**src/rtl/pc_pkg.sv**
```systemverilog
// pc_pkg: shared defaults and branch-counter helpers for the IF-stage PC generator.
//   XLEN_DEF       default PC/address width
//   RESET_VEC_DEF  default PC after reset
//   FLUSH_VEC_DEF  default PC after a trap flush
//   ctr_t          2-bit saturating direction counter (SNT, WNT, WT, ST)
//   next_ctr       saturating increment on taken, saturating decrement on not-taken
package pc_pkg;

   localparam int unsigned XLEN_DEF      = 32;
   localparam logic [31:0] RESET_VEC_DEF = 32'h0000_0000;
   localparam logic [31:0] FLUSH_VEC_DEF = 32'h0000_0000;

   typedef enum logic [1:0] {
      SNT = 2'b00,
      WNT = 2'b01,
      WT  = 2'b10,
      ST  = 2'b11
   } ctr_t;

   function automatic ctr_t next_ctr(input ctr_t ctr, input logic taken);
      ctr_t res;
      res = ctr;
      if (taken) begin
         if (ctr != ST) res = ctr_t'(ctr + 2'd1);
      end else begin
         if (ctr != SNT) res = ctr_t'(ctr - 2'd1);
      end
      return res;
   endfunction

endpackage

```
**src/rtl/pc_fetch_gen_if.sv**
```systemverilog
// pc_fetch_gen_if: pipeline-side bus of the fetch PC generator.
//   Control from hazard unit / EX: stall_f, flush_f, redirect_en, redirect_pc
//   BTB training from EX:          btb_upd_en, btb_upd_pc, btb_upd_taken, btb_upd_tgt
//   Fetch outputs:                 pc_f, pred_taken_f, pred_tgt_f
// master = pipeline side, slave = pc_fetch_gen.
interface pc_fetch_gen_if
   import pc_pkg::*;
#(
   parameter int unsigned XLEN = XLEN_DEF
);
   logic            stall_f;
   logic            flush_f;
   logic            redirect_en;
   logic [XLEN-1:0] redirect_pc;
   logic            btb_upd_en;
   logic [XLEN-1:0] btb_upd_pc;
   logic            btb_upd_taken;
   logic [XLEN-1:0] btb_upd_tgt;
   logic [XLEN-1:0] pc_f;
   logic            pred_taken_f;
   logic [XLEN-1:0] pred_tgt_f;

   modport master (
      output stall_f, flush_f, redirect_en, redirect_pc,
      output btb_upd_en, btb_upd_pc, btb_upd_taken, btb_upd_tgt,
      input  pc_f, pred_taken_f, pred_tgt_f
   );

   modport slave (
      input  stall_f, flush_f, redirect_en, redirect_pc,
      input  btb_upd_en, btb_upd_pc, btb_upd_taken, btb_upd_tgt,
      output pc_f, pred_taken_f, pred_tgt_f
   );

endinterface

```
**src/rtl/pc_btb.sv**
```systemverilog
// pc_btb: direct-mapped branch target buffer with 2-bit direction counters.
//   clk, rst        rising-edge clock, synchronous active-high reset (clears valid bits)
//   lkp_pc          fetch PC, looked up combinationally
//   pred_taken      hit and counter in a taken state
//   pred_tgt        stored target on a hit, zero on a miss
//   upd_en/_pc/_taken/_tgt  training strobe from EX, applied at the clock edge
module pc_btb
   import pc_pkg::*;
#(
   parameter int unsigned XLEN        = XLEN_DEF,
   parameter int unsigned BTB_ENTRIES = 16
) (
   input  logic            clk,
   input  logic            rst,
   input  logic [XLEN-1:0] lkp_pc,
   output logic            pred_taken,
   output logic [XLEN-1:0] pred_tgt,
   input  logic            upd_en,
   input  logic [XLEN-1:0] upd_pc,
   input  logic            upd_taken,
   input  logic [XLEN-1:0] upd_tgt
);

   localparam int unsigned IDX  = $clog2(BTB_ENTRIES);
   localparam int unsigned TAGW = XLEN - IDX - 2;

   logic [BTB_ENTRIES-1:0] valid_q;
   logic [TAGW-1:0]        tag_q [BTB_ENTRIES];
   logic [XLEN-3:0]        tgt_q [BTB_ENTRIES];
   ctr_t                   ctr_q [BTB_ENTRIES];

   logic [IDX-1:0]  lkp_idx;
   logic [TAGW-1:0] lkp_tag;
   logic            lkp_hit;
   ctr_t            lkp_ctr;
   logic [IDX-1:0]  upd_idx;
   logic [TAGW-1:0] upd_tag;
   logic            upd_hit;

   // Word-aligned PCs: the low two bits never reach the tables.
   logic [5:0] unused_low_bits;
   assign unused_low_bits = {lkp_pc[1:0], upd_pc[1:0], upd_tgt[1:0]};

   assign lkp_idx = lkp_pc[IDX+1:2];
   assign lkp_tag = lkp_pc[XLEN-1:IDX+2];
   assign lkp_hit = valid_q[lkp_idx] && (tag_q[lkp_idx] == lkp_tag);
   assign lkp_ctr = ctr_q[lkp_idx];

   assign pred_taken = lkp_hit && ((lkp_ctr == WT) || (lkp_ctr == ST));
   assign pred_tgt   = lkp_hit ? {tgt_q[lkp_idx], 2'b00} : '0;

   assign upd_idx = upd_pc[IDX+1:2];
   assign upd_tag = upd_pc[XLEN-1:IDX+2];
   assign upd_hit = valid_q[upd_idx] && (tag_q[upd_idx] == upd_tag);

   // Lookup is combinational from the registered tables, so a same-index
   // update is only seen by the fetch in the following cycle.
   always_ff @(posedge clk) begin
      if (rst) begin
         valid_q <= '0;
      end else if (upd_en) begin
         if (upd_hit) begin
            ctr_q[upd_idx] <= next_ctr(ctr_q[upd_idx], upd_taken);
            if (upd_taken) tgt_q[upd_idx] <= upd_tgt[XLEN-1:2];
         end else if (upd_taken) begin
            valid_q[upd_idx] <= 1'b1;
            tag_q[upd_idx]   <= upd_tag;
            tgt_q[upd_idx]   <= upd_tgt[XLEN-1:2];
            ctr_q[upd_idx]   <= WT;
         end
      end
   end

endmodule

```
**src/rtl/pc_fetch_gen.sv**
```systemverilog
// pc_fetch_gen: IF-stage program counter with next-PC selection and optional BTB.
//   clk   rising-edge clock
//   rst   synchronous active-high reset, loads RESET_VEC
//   bus   pc_fetch_gen_if.slave: stall/flush/redirect control, BTB training,
//         fetch PC (imem address) and the prediction forwarded down the pipe
// Next-PC priority: rst > flush_f > redirect_en > stall_f > prediction > pc_f+4.
module pc_fetch_gen
   import pc_pkg::*;
#(
   parameter int unsigned     XLEN        = XLEN_DEF,
   parameter logic [XLEN-1:0] RESET_VEC   = XLEN'(RESET_VEC_DEF),
   parameter logic [XLEN-1:0] FLUSH_VEC   = XLEN'(FLUSH_VEC_DEF),
   parameter int unsigned     BTB_ENTRIES = 16,
   parameter bit              BTB_EN      = 1'b1
) (
   input logic           clk,
   input logic           rst,
   pc_fetch_gen_if.slave bus
);

   localparam logic [XLEN-1:0] RESET_PC = {RESET_VEC[XLEN-1:2], 2'b00};
   localparam logic [XLEN-1:0] FLUSH_PC = {FLUSH_VEC[XLEN-1:2], 2'b00};

   logic [XLEN-1:0] pc_q;
   logic [XLEN-1:0] pc_next;
   logic            pred_taken;
   logic [XLEN-1:0] pred_tgt;

   generate
      if (BTB_EN) begin : g_btb
         pc_btb #(
            .XLEN        (XLEN),
            .BTB_ENTRIES (BTB_ENTRIES)
         ) u_btb (
            .clk        (clk),
            .rst        (rst),
            .lkp_pc     (pc_q),
            .pred_taken (pred_taken),
            .pred_tgt   (pred_tgt),
            .upd_en     (bus.btb_upd_en),
            .upd_pc     (bus.btb_upd_pc),
            .upd_taken  (bus.btb_upd_taken),
            .upd_tgt    (bus.btb_upd_tgt)
         );
      end else begin : g_no_btb
         logic unused_upd;
         assign unused_upd = ^{bus.btb_upd_en, bus.btb_upd_pc, bus.btb_upd_taken, bus.btb_upd_tgt};
         assign pred_taken = 1'b0;
         assign pred_tgt   = '0;
      end
   endgenerate

   // Low bits of the redirect target are dropped so pc_f stays word aligned.
   always_comb begin
      pc_next = pc_q + XLEN'(4);
      if (bus.flush_f) begin
         pc_next = FLUSH_PC;
      end else if (bus.redirect_en) begin
         pc_next = {bus.redirect_pc[XLEN-1:2], 2'b00};
      end else if (bus.stall_f) begin
         pc_next = pc_q;
      end else if (pred_taken) begin
         pc_next = pred_tgt;
      end
   end

   always_ff @(posedge clk) begin
      if (rst) pc_q <= RESET_PC;
      else     pc_q <= pc_next;
   end

   assign bus.pc_f         = pc_q;
   assign bus.pred_taken_f = pred_taken;
   assign bus.pred_tgt_f   = pred_tgt;

endmodule

```
**src/flat_wrapper.sv**
```systemverilog
// flat-port wrapper written by rule: the top's interface ports become plain ports
module pc_fetch_gen_flat import pc_pkg::*;
#(
   parameter int unsigned     XLEN        = XLEN_DEF,
   parameter logic [XLEN-1:0] RESET_VEC   = XLEN'(RESET_VEC_DEF),
   parameter logic [XLEN-1:0] FLUSH_VEC   = XLEN'(FLUSH_VEC_DEF),
   parameter int unsigned     BTB_ENTRIES = 16,
   parameter bit              BTB_EN      = 1'b1
)
  (clk, rst, bus_stall_f, bus_flush_f, bus_redirect_en, bus_redirect_pc, bus_btb_upd_en, bus_btb_upd_pc, bus_btb_upd_taken, bus_btb_upd_tgt, bus_pc_f, bus_pred_taken_f, bus_pred_tgt_f);
  pc_fetch_gen_if #(.XLEN(XLEN)) bus_i ();
  input logic clk;
  input logic rst;
  input wire logic [$bits(bus_i.stall_f)-1:0] bus_stall_f;
  input wire logic [$bits(bus_i.flush_f)-1:0] bus_flush_f;
  input wire logic [$bits(bus_i.redirect_en)-1:0] bus_redirect_en;
  input wire logic [$bits(bus_i.redirect_pc)-1:0] bus_redirect_pc;
  input wire logic [$bits(bus_i.btb_upd_en)-1:0] bus_btb_upd_en;
  input wire logic [$bits(bus_i.btb_upd_pc)-1:0] bus_btb_upd_pc;
  input wire logic [$bits(bus_i.btb_upd_taken)-1:0] bus_btb_upd_taken;
  input wire logic [$bits(bus_i.btb_upd_tgt)-1:0] bus_btb_upd_tgt;
  output wire logic [$bits(bus_i.pc_f)-1:0] bus_pc_f;
  output wire logic [$bits(bus_i.pred_taken_f)-1:0] bus_pred_taken_f;
  output wire logic [$bits(bus_i.pred_tgt_f)-1:0] bus_pred_tgt_f;
  assign bus_i.stall_f = bus_stall_f;
  assign bus_i.flush_f = bus_flush_f;
  assign bus_i.redirect_en = bus_redirect_en;
  assign bus_i.redirect_pc = bus_redirect_pc;
  assign bus_i.btb_upd_en = bus_btb_upd_en;
  assign bus_i.btb_upd_pc = bus_btb_upd_pc;
  assign bus_i.btb_upd_taken = bus_btb_upd_taken;
  assign bus_i.btb_upd_tgt = bus_btb_upd_tgt;
  assign bus_pc_f = bus_i.pc_f;
  assign bus_pred_taken_f = bus_i.pred_taken_f;
  assign bus_pred_tgt_f = bus_i.pred_tgt_f;
  pc_fetch_gen #(.XLEN(XLEN), .RESET_VEC(RESET_VEC), .FLUSH_VEC(FLUSH_VEC), .BTB_ENTRIES(BTB_ENTRIES), .BTB_EN(BTB_EN)) u_core (.clk(clk), .rst(rst), .bus(bus_i));
endmodule
```
**config.mk**
```make
export PLATFORM = sky130hd
export DESIGN_NAME = pc_fetch_gen_flat
export DESIGN_NICKNAME = d
export VERILOG_FILES = /design/src/rtl/pc_pkg.sv /design/src/rtl/pc_fetch_gen_if.sv /design/src/rtl/pc_btb.sv /design/src/rtl/pc_fetch_gen.sv /design/src/flat_wrapper.sv
export SDC_FILE = /design/constraint.sdc
export NUM_CORES = 1
export LEC_CHECK = 0
export CORE_ASPECT_RATIO = 1.75
export CORE_MARGIN = 2
export CORE_UTILIZATION = 45
export DETAILED_ROUTE_END_ITERATION = 12
export GPL_ROUTABILITY_DRIVEN = 0
export GPL_TIMING_DRIVEN = 0
export HOLD_SLACK_MARGIN = 0.12
export PLACE_DENSITY = 0.6
export REMOVE_ABC_BUFFERS = 1
export SYNTH_ARGS = -nofsm -noshare
export SYNTH_HDL_FRONTEND = slang
export SYNTH_SLANG_ARGS = --single-unit
```
**constraint.sdc**
```tcl
create_clock -name clk -period 4.33 [get_ports clk]
set_clock_uncertainty 0.1 [all_clocks]
set_input_delay 0.433 -clock clk [delete_from_list [all_inputs] [get_ports clk]]
set_output_delay 0.433 -clock clk [all_outputs]
set_load 0.02 [all_outputs]
```
After elaboration in Yosys (flattened, before gate mapping) --
Memory sizes are Yosys's and may differ from the RTL's. A register that Yosys moved wholly into a read port is not among the register bits. Cells that the tools add are included.
Operators by class: order comparisons 3, multiplexer cells 37, add/sub/neg operators 3, bitwise logic cells 4, reductions and logical operators 9, equality and inequality tests 6
Operators with widths (number):
- two-way mux 32 bit | 4
- equality test 26 bit | 2
- adder 32 x 3 -> 32 bit (second input constant) | 1
- two-way mux 30 bit | 1
- two-way mux 4 bit | 6
- two-way mux 1 bit | 16
- bitwise OR 16 bit | 1
- two-way mux 2 bit | 7
- less-than comparator 4 x 5 -> 1 bit (second input constant) | 2
- binary-select mux 1 bit (select 4 bit) | 2
- demux 1 bit (select 4 bit) | 1
- equality test 2 bit (second input constant) | 2
- >= comparator 4 x 1 -> 1 bit (second input constant) | 1
- logical AND 1 bit | 4
- AND reduction 3 bit | 1
- OR reduction 3 bit | 1
- adder 2 x 1 -> 2 bit (second input constant) | 1
- != test 2 x 1 -> 1 bit (second input constant) | 1
- != test 2 bit (second input constant) | 1
- bitwise OR 1 bit | 2
- nonzero test 2 bit | 1
- OR reduction 2 bit | 1
- subtractor 2 x 1 -> 2 bit (second input constant) | 1
- logical OR 1 bit | 1
- inverter 1 bit | 1
Storage, ports and cells: memories kept 3, register bits 48, input port bits 103, memory bits (writable) 928, output and inout bits 65, word-level logic and storage cells 68
Memory list:
- u_core.g_btb.u_btb.tgt_q | depth 16, width 30, rd ports 1, clocked after memory_dff 1, wr ports 1, line pc_btb.sv:29 | logic [XLEN-3:0] tgt_q [BTB_ENTRIES];
- u_core.g_btb.u_btb.tag_q | depth 16, width 26, rd ports 2, clocked after memory_dff 1, wr ports 1, line pc_btb.sv:28 | logic [TAGW-1:0] tag_q [BTB_ENTRIES];
- u_core.g_btb.u_btb.ctr_q | depth 16, width 2, rd ports 2, clocked after memory_dff 1, wr ports 1, line pc_btb.sv:30 | ctr_t ctr_q [BTB_ENTRIES];

Longest topological paths before layout --
Gate-level depths: netlist of the first run.
word-level depth 9, depth in mapped cells 17, mapped depth without buffers 10

Hierarchy --
A second synthesis of the first run with hierarchy kept.
Second synthesis, totals: cells, all modules 2259, area, all modules 43175.2 µm²
By module, submodules not included:
- pc_btb | seq. area each 28187.0 µm², cells each 1962, times used 1, area an instance 40881.7 µm²
- pc_fetch_gen | seq. area each 640.6 µm², cells each 297, times used 1, area an instance 2293.4 µm²

Least setup slack after synthesis of the first run --
Ideal clock, no wire load.
kind in2reg, from input port bus_btb_upd_pc[2], to memory u_core.g_btb.u_btb.tag_q[10][0] (netlist name) (enable), path slack 0.282 ns, stages 10, buffers on the path 3, required time 3.844 ns, setup time 0.386 ns, arrival 3.561 ns, cells stage by stage buf_2 > buf_2 > mux4_2 > mux4_2 > xor2_1 > nor3_1 > nand4_1 > nor2b_1 > clkbuf_1 > and3_1
On the way: cells in the longest elaborated chain, start to end 7, elaborated cells on any way between the ends 9, classes of those cells eq/ne: 1; mux: 6; reduce/logical: 1; memory: 1
RTL lines:
- from (decl) | line flat_wrapper.sv:19 | input wire logic [$bits(bus_i.btb_upd_pc)-1:0] bus_btb_upd_pc;
- memory read (16 x 26 bit) or binary-select mux 1 bit (select 4 bit) (tied branches)
- equality test 26 bit or two-way mux 1 bit (tied branches) | line pc_btb.sv:54 | assign upd_hit = valid_q[upd_idx] && (tag_q[upd_idx] == upd_tag);
- logical AND 1 bit | line pc_btb.sv:54
- two-way mux 1 bit | line pc_btb.sv:62 | if (upd_hit) begin
- two-way mux 1 bit | line pc_btb.sv:61 | end else if (upd_en) begin
- two-way mux 1 bit | line pc_btb.sv:59 | if (rst) begin
- two-way mux 1 bit (not written as such) | line pc_btb.sv:67 | tag_q[upd_idx] <= upd_tag;
- to (decl) | line pc_btb.sv:28
Parallel ways exist; a longest one is shown, timed or not. The select of a mux whose other input is x is not followed.

==> out/results.tsv, run 1 <==
metric	value	unit
hold path cells	3	
hold buffers post-CTS	0	
die area	98090	um^2
post-place setup slack	-2.590	ns
die height	412.8	um
final hold vios	0	
Slew @ Worst Pin	1.110	ns
Max Buffers Root-to-Sink	3	
Top Ports	168	
Placed Area	46600	um^2
startpoint type of the worst setup path	register	
P&R area growth vs syn	19.78	%
max cap viols	0	
highest-count cells in the layout ignoring fill and taps	928 x edfxtp_1, 379 x mux4_2, 122 x clkdlybuf4s50_1	
Setup CP Type	reg2out	
antenna-violating nets left	0	
RSZ-0062 raised after global routing	yes	
Final period util	1.076	
overall global routing resource usage	0.2679	
Synth Area per Inst	19.39	um^2
number of CTS-inserted buffers	91	
slew margin rel.	0.2588	
antenna violations before repair	13	
synthesized cell area	42980	um^2
Hold Path Class	in2reg	
synthesized instance count	2217	
setup violators final	32	
Initial Utilization	0.4517	
Finished Cell Area	51480	um^2
Layout fillers	7253	
post-route insts no fill	3738	
# DRC	0	
H-tree level count	3	
Worst R2R End	u_core.g_btb.u_btb.valid_q[8]$_SDFFE_PP0P_	
standard-cell row count	150	
Fmax	214.5	MHz
Synth cell types	76	
ratio of cells with drive above 1 in the final layout	0.3270	
PortBufs	159	
asr flop ratio synth	0	
clk slew on worst S/H paths	0.07	ns
IR drop worst, VDD	0.3438	mV
global-route wire length before repair	183800	um
worst-path fanout max	7	
Reg-to-Reg Start	u_core.g_btb.u_btb.tag_q[7][4]$_DFFE_PP_	
EDFF count, synth	928	
Pwr Total	0.02033	W
Core ar.	95150	um^2
most common cell after layout, fill and taps aside	edfxtp_1	
vias in the first global route	25100	
total number of vias	24170	
Die X-Extent	237.6	um
failing checks	negative setup slack	
Wirelength per Cell	34.94	um
Placed Cells	3494	
Starting DRT DRC Count	2778	
final worst slack	-0.3310	ns
DRT Wirelength	130600	um
leakage power	16.17	nW
grt total ovfl	0	
CP Capture Type	output port	
clk_lat worst skew	0.69	ns
reg-to-reg slack, setup	0	ns
Final min period	4.661	ns
clk sinks	980	
Synth Warn #	0	
Worst Path Arrival	4.13	ns
PwrDens	395.0	nW/um^2
CP Data Required Time	3.80	ns
first drt pass iteration count	6	
Main synth FF type	edfxtp_1	
Synth Register Bits	980	
Seq/Total Area, Yosys	0.6726	
R2R depth	10	
layout net count	2551	
Final Max Tran Viols	0	
Hold Path Sink	u_core.bus.pc_f[19]$_SDFFE_PP0N_	
clock root buffer	clkbuf_16	
CTS tree	yes	
Avg Vias per Cell	6.467	
status	finished, violations left	
HPWL after DPL	79120	um
pin count of the biggest net entering global routing	65	
hold_sp	bus_redirect_pc[19]	
==> routing by layer <==
metal / share of wire / vias up / track usage
li1: - / 9781 / -
met3: 0.083 / 269 / 0.04802
met2: 0.51 / 1228 / 0.4604
met1: 0.36 / 12890 / 0.3331
met4: 0.043 / 10 / 0.1192
met5: 0.00048 / - / 0
==> synthesized netlist by cell type, types with 27 or more instances <==
cell | instances | area [um^2]
buf_2 | 42 | 210.2
nand3_1 | 27 | 135.1
mux4_2 | 379 | 8536
dfxtp_1 | 52 | 1041
and3_1 | 32 | 200.2
nand2_1 | 73 | 274.0
clkbuf_1 | 78 | 292.8
nor2_1 | 62 | 232.7
xnor2_1 | 28 | 245.2
edfxtp_1 | 928 | 27870
a21oi_1 | 33 | 165.2
nor2b_1 | 54 | 337.8
mux2i_1 | 96 | 960.9
==> critical path, cell delays in order (launching register included) <==
cell and delay [ns]:
dfxtp_4 0.39, buf_12 0.14, bufbuf_16 0.27, mux4_2 0.56, a221oi_4 0.48, xnor2_2 0.15, nand4b_4 0.21, nor4b_4 0.33
buf_6 0.20, nand3_4 0.10, buf_12 0.18, buf_6 0.12, nor2b_4 0.15, buf_6 0.14
==> report_power, final <==
group	leakage (nW)	switching (W)	internal, W	total, W
Sequential	8.77	0.0000636	0.0104	0.0105
Combinational	5.96	0.000856	0.000736	0.00159
Clock	1.44	0.00354	0.00470	0.00823
==> worst max-delay path by stage <==
stage,start,to,slack (ns)
3_5_place_dp,bus_btb_upd_pc[2],u_core.g_btb.u_btb.ctr_q[12][0]$_DFFE_PP_,-2.59
2_1_floorplan,register,bus_pred_taken_f,-9.07
4_1_cts,register,bus_pred_tgt_f[18],-0.33
5_1_grt,register,bus_pred_tgt_f[26],-0.37
6_report,register,bus_pred_tgt_f[26],-0.33
3_3_place_gp,register,bus_pred_tgt_f[6],-16.09
==> registers in the layout, indices dropped and copies added (netlist names), named ones only <==
register	cells
u_core.g_btb.u_btb.tag_q	416
u_core.bus.pc_f	32
u_core.g_btb.u_btb.tgt_q	480
u_core.g_btb.u_btb.valid_q	16
u_core.g_btb.u_btb.ctr_q	32
==> stage by stage <==
stage	hold slack, ns	TNS, ns	utilization
after CTS	0.1881	-7.918	0.5385
final	0.2193	-7.756	0.5410
after detailed placement	0.3637	-1125.55	0.4898
after global routing	0.2376	-9.600	0.5410
after floorplan	0.3381	-596.81	-
after global placement	0.3449	-9695.29	0.4766
==> what timing repair did <==
action / 4_1_cts / 5_1_grt
buffers inserted: 52 / 8
gates cloned: 19 / 0
pin swaps: 12 / 8
setup endpoints to repair: 563 / 126
resized for setup: 293 / 52
hold endpoints to repair: 0 / 0
==> kinds of logic after synthesis <==
logic type	synth area share
flops	0.6726
mux	0.2252
simple gates	0.04329
compound gates	0.03028
buf+inv	0.01854
xor+xnor	0.009753
fa+ha+maj	0.0002911
other cells	0.00008725
==> cell type report <==
type | count | area [um^2] | share of cell area
Timing Repair Buffer | 281 | 3872 | 0.07522
Multi-Input combinational cell | 1078 | 14070 | 0.2733
Clock inverter | 48 | 538.0 | 0.01045
Clock buffer | 115 | 2472 | 0.04802
Inverter | 15 | 71.32 | 0.001385
Sequential cell | 980 | 28920 | 0.5618
Antenna cell | 5 | 12.51 | 0.0002430
Tap cell | 1216 | 1521 | 0.02955
(Power assumes the default switching activity.)
==> inputs of run 2 (changes only) <==
--- a/config.mk
+++ b/config.mk
@@ -8,6 +8,8 @@
 export CORE_ASPECT_RATIO = 1.75
 export CORE_MARGIN = 2
 export CORE_UTILIZATION = 45
+export CTS_BUF_LIST = sky130_fd_sc_hd__clkbuf_4 sky130_fd_sc_hd__clkbuf_8
+export CTS_CLUSTER_SIZE = 40
 export DETAILED_ROUTE_END_ITERATION = 12
 export GPL_ROUTABILITY_DRIVEN = 0
 export GPL_TIMING_DRIVEN = 0
==> constraint.sdc (replaced) <==
create_clock -name clk -period 4.3 [get_ports clk]
set_clock_uncertainty 0.1 [all_clocks]
set_input_delay 0.43 -clock clk [delete_from_list [all_inputs] [get_ports clk]]
set_output_delay 0.43 -clock clk [all_outputs]
set_load 0.02 [all_outputs]
==> out/results.tsv, run 2 (same netlist as run 1, synthesis figures left out) <==
metric	value	unit	change
Core ar.	95150	um^2	unchanged
clock power share	0.388		-0.017
Net Sw Power	0.004543	W	+1.9%
reg-to-reg slack, setup	0.08	ns	+0.08 ns
pin count of the biggest net entering global routing	65		unchanged
grt total ovfl	0		unchanged
status	finished, violations left		
Setup CP Type	reg2out		
hold_sp	bus_stall_f		
final core occ	0.5427		+0.001696
leakage power	16.33	nW	+0.99%
failing checks	negative setup slack		
Initial Utilization	0.4517		unchanged
slew margin rel.	0.04225		-0.2166
internal power	0.01542	W	-2.9%
RSZ-0062 raised after global routing	yes		
overall global routing resource usage	0.2686		+0.0006229
switching share of power	0.2275		+0.008265
Comb power frac	0.082		+0.004
clk sinks	980		unchanged
FF/Latch Area	28920	um^2	unchanged
Reg power frac	0.530		+0.013
Starting DRT DRC Count	2772		-0.22%
CTS tree	yes		
clk_lat worst skew	0.85	ns	+0.16 ns
HPWL after DPL	79120	um	unchanged
IR drop worst, VDD	0.2686	mV	-22%
Avg Vias per Cell	6.378		-1.4%
ratio of cells with drive above 1 in the final layout	0.3560		+0.02897
first drt pass iteration count	10		+4
final worst slack	-0.4984	ns	-0.1674 ns
Final Max Tran Viols	0		unchanged
P&R area growth vs syn	20.16	%	
CP Capture Type	output port		
most common cell after layout, fill and taps aside	edfxtp_1		
vias in the first global route	25540		+1.7%
Final min period	4.798	ns	
multi-input logic area	14140	um^2	+0.52%
startpoint type of the worst setup path	register		
Wirelength per Cell	33.86	um	-3.1%
most flop-heavy register	u_core.g_btb.u_btb.tgt_q		
top flop regs	u_core.g_btb.u_btb.tgt_q (480), u_core.g_btb.u_btb.tag_q (416)		
Top Ports	168		unchanged
layout net count	2627		+3.0%
Layout fillers	7305		+0.72%
max cap viols	0		unchanged
post-place setup slack	-2.617	ns	-0.02700 ns
Max Buffers Root-to-Sink	3		unchanged
number of CTS-inserted buffers	142		+56%
highest-count cells in the layout ignoring fill and taps	928 x edfxtp_1, 379 x mux4_2, 148 x clkbuf_8		
Die X-Extent	237.6	um	unchanged
global-route wire length before repair	183700	um	about the same
Slew @ Worst Pin	1.432	ns	+0.3226 ns
Fmax	208.4	MHz	
DRT Wirelength	130900	um	+0.22%
worst-path fanout max	22		+15
standard-cell row count	150		unchanged
H-tree level count	4		+1
# DRC	0		unchanged
total number of vias	24650		+2.0%
CP Data Required Time	3.77	ns	-0.03 ns
die height	412.8	um	unchanged
Final period util	1.116		
antenna-violating nets left	0		unchanged
Hold Path Class	in2reg		
max FFs per register	480		unchanged
final hold vios	0		unchanged
clock root buffer	clkbuf_8		
die area	98090	um^2	unchanged
antenna violations before repair	14		+1
clk slew on worst S/H paths	0.07	ns	about the same
PortBufs	159		unchanged
setup violators final	31		-3.1%
Worst Path Arrival	4.27	ns	+0.14 ns
PwrDens	386.6	nW/um^2	-2.1%
[run 2: changes by cell type in the layout (fill, tap and decap cells not counted), moves of 7 or more]
| cell | previous run | this run |
|---|---|---|
| clkbuf_8 | 2 | 148 |
| clkbuf_16 | 95 | 1 |
| clkbuf_4 | 0 | 51 |
| buf_4 | 37 | 59 |
| clkbuf_1 | 18 | 0 |
| clkinv_1 | 14 | 29 |
| dlygate4sd3_1 | 0 | 11 |
| buf_6 | 37 | 28 |
| mux2i_1 | 76 | 69 |
| mux2i_4 | 8 | 15 |
[run 2: final timing paths]
path / end / cells after the start
setup / recovery: bus_pred_tgt_f[8] / 13
hold / removal: u_core.bus.pc_f[18]$_SDFFE_PP0N_ / 3
setup reg to reg: u_core.bus.pc_f[7]$_SDFFE_PP0N_ / 16
hold reg to reg: u_core.g_btb.u_btb.valid_q[13]$_SDFFE_PP0P_ / 1
[run 2: final cells by class]
| type | count | share of cell area |
|---|---|---|
| flip-flops and latches | 980 | 0.5600 |
| multi-input cells | 1077 | 0.2739 |
| repair buffers | 307 | 0.07782 |
| clock buffers | 199 | 0.04686 |
| well taps | 1216 | 0.02946 |
| clock inverters | 60 | 0.01001 |
| inverters | 15 | 0.001381 |
| diodes | 11 | 0.0005330 |
[run 2: power by group through the flow]
| stage | logic [W] | clock network [W] | registers, W |
|---|---|---|---|
| after floorplan | 0.000788 | 0 | 0.0108 |
| after global placement | 0.00153 | 0 | 0.0109 |
| after detailed placement | 0.00140 | 0 | 0.0108 |
| after CTS | 0.00158 | 0.00788 | 0.0106 |
| after global routing | 0.00171 | 0.00825 | 0.0106 |
| final | 0.00164 | 0.00774 | 0.0106 |
[run 2: worst max-delay path: stages (launching register included)]
cell,delay [ns]
dfxtp_4,0.54
buf_16,0.28
mux4_2,0.41
a22o_1,0.23
a221oi_4,0.36
xnor2_2,0.14
nand4b_4,0.21
nor4b_4,0.33
buf_6,0.16
nand3_4,0.12
buf_12,0.21
buf_8,0.15
nor2b_2,0.11
buf_4,0.14
[run 2: metrics by stage]
stage                     std cells  TNS [ns]  hold slack (ns)  total power (W)  instance area (um^2)
after detailed placement       3494  -1140.86           0.3637          0.01220                 46600
after global routing           3862    -16.52           0.1461          0.02054                 51640
after CTS                      3823    -13.91           0.1303          0.02005                 51020
final                          3865    -13.75           0.1893          0.01996                 51640
after floorplan                2070   -598.73           0.3381          0.01164                 42240
after global placement         3445  -9723.56           0.3449          0.01244                 45350
[run 2: timing repair]
action	4_1_cts	5_1_grt
hold endpoints to repair	14	0
cloned	15	1
buffers inserted	44	30
pin swaps	16	18
setup endpoints to repair	563	261
hold buffers	11	0
gates resized for setup	286	71
[run 2: per-layer routing]
metal / GRT usage / up-vias / share of wire
met5: 0 / - / 0.00043
met4: 0.1149 / 8 / 0.044
met3: 0.06251 / 295 / 0.079
met2: 0.4607 / 1209 / 0.51
met1: 0.3265 / 13160 / 0.36
li1: - / 9982 / -
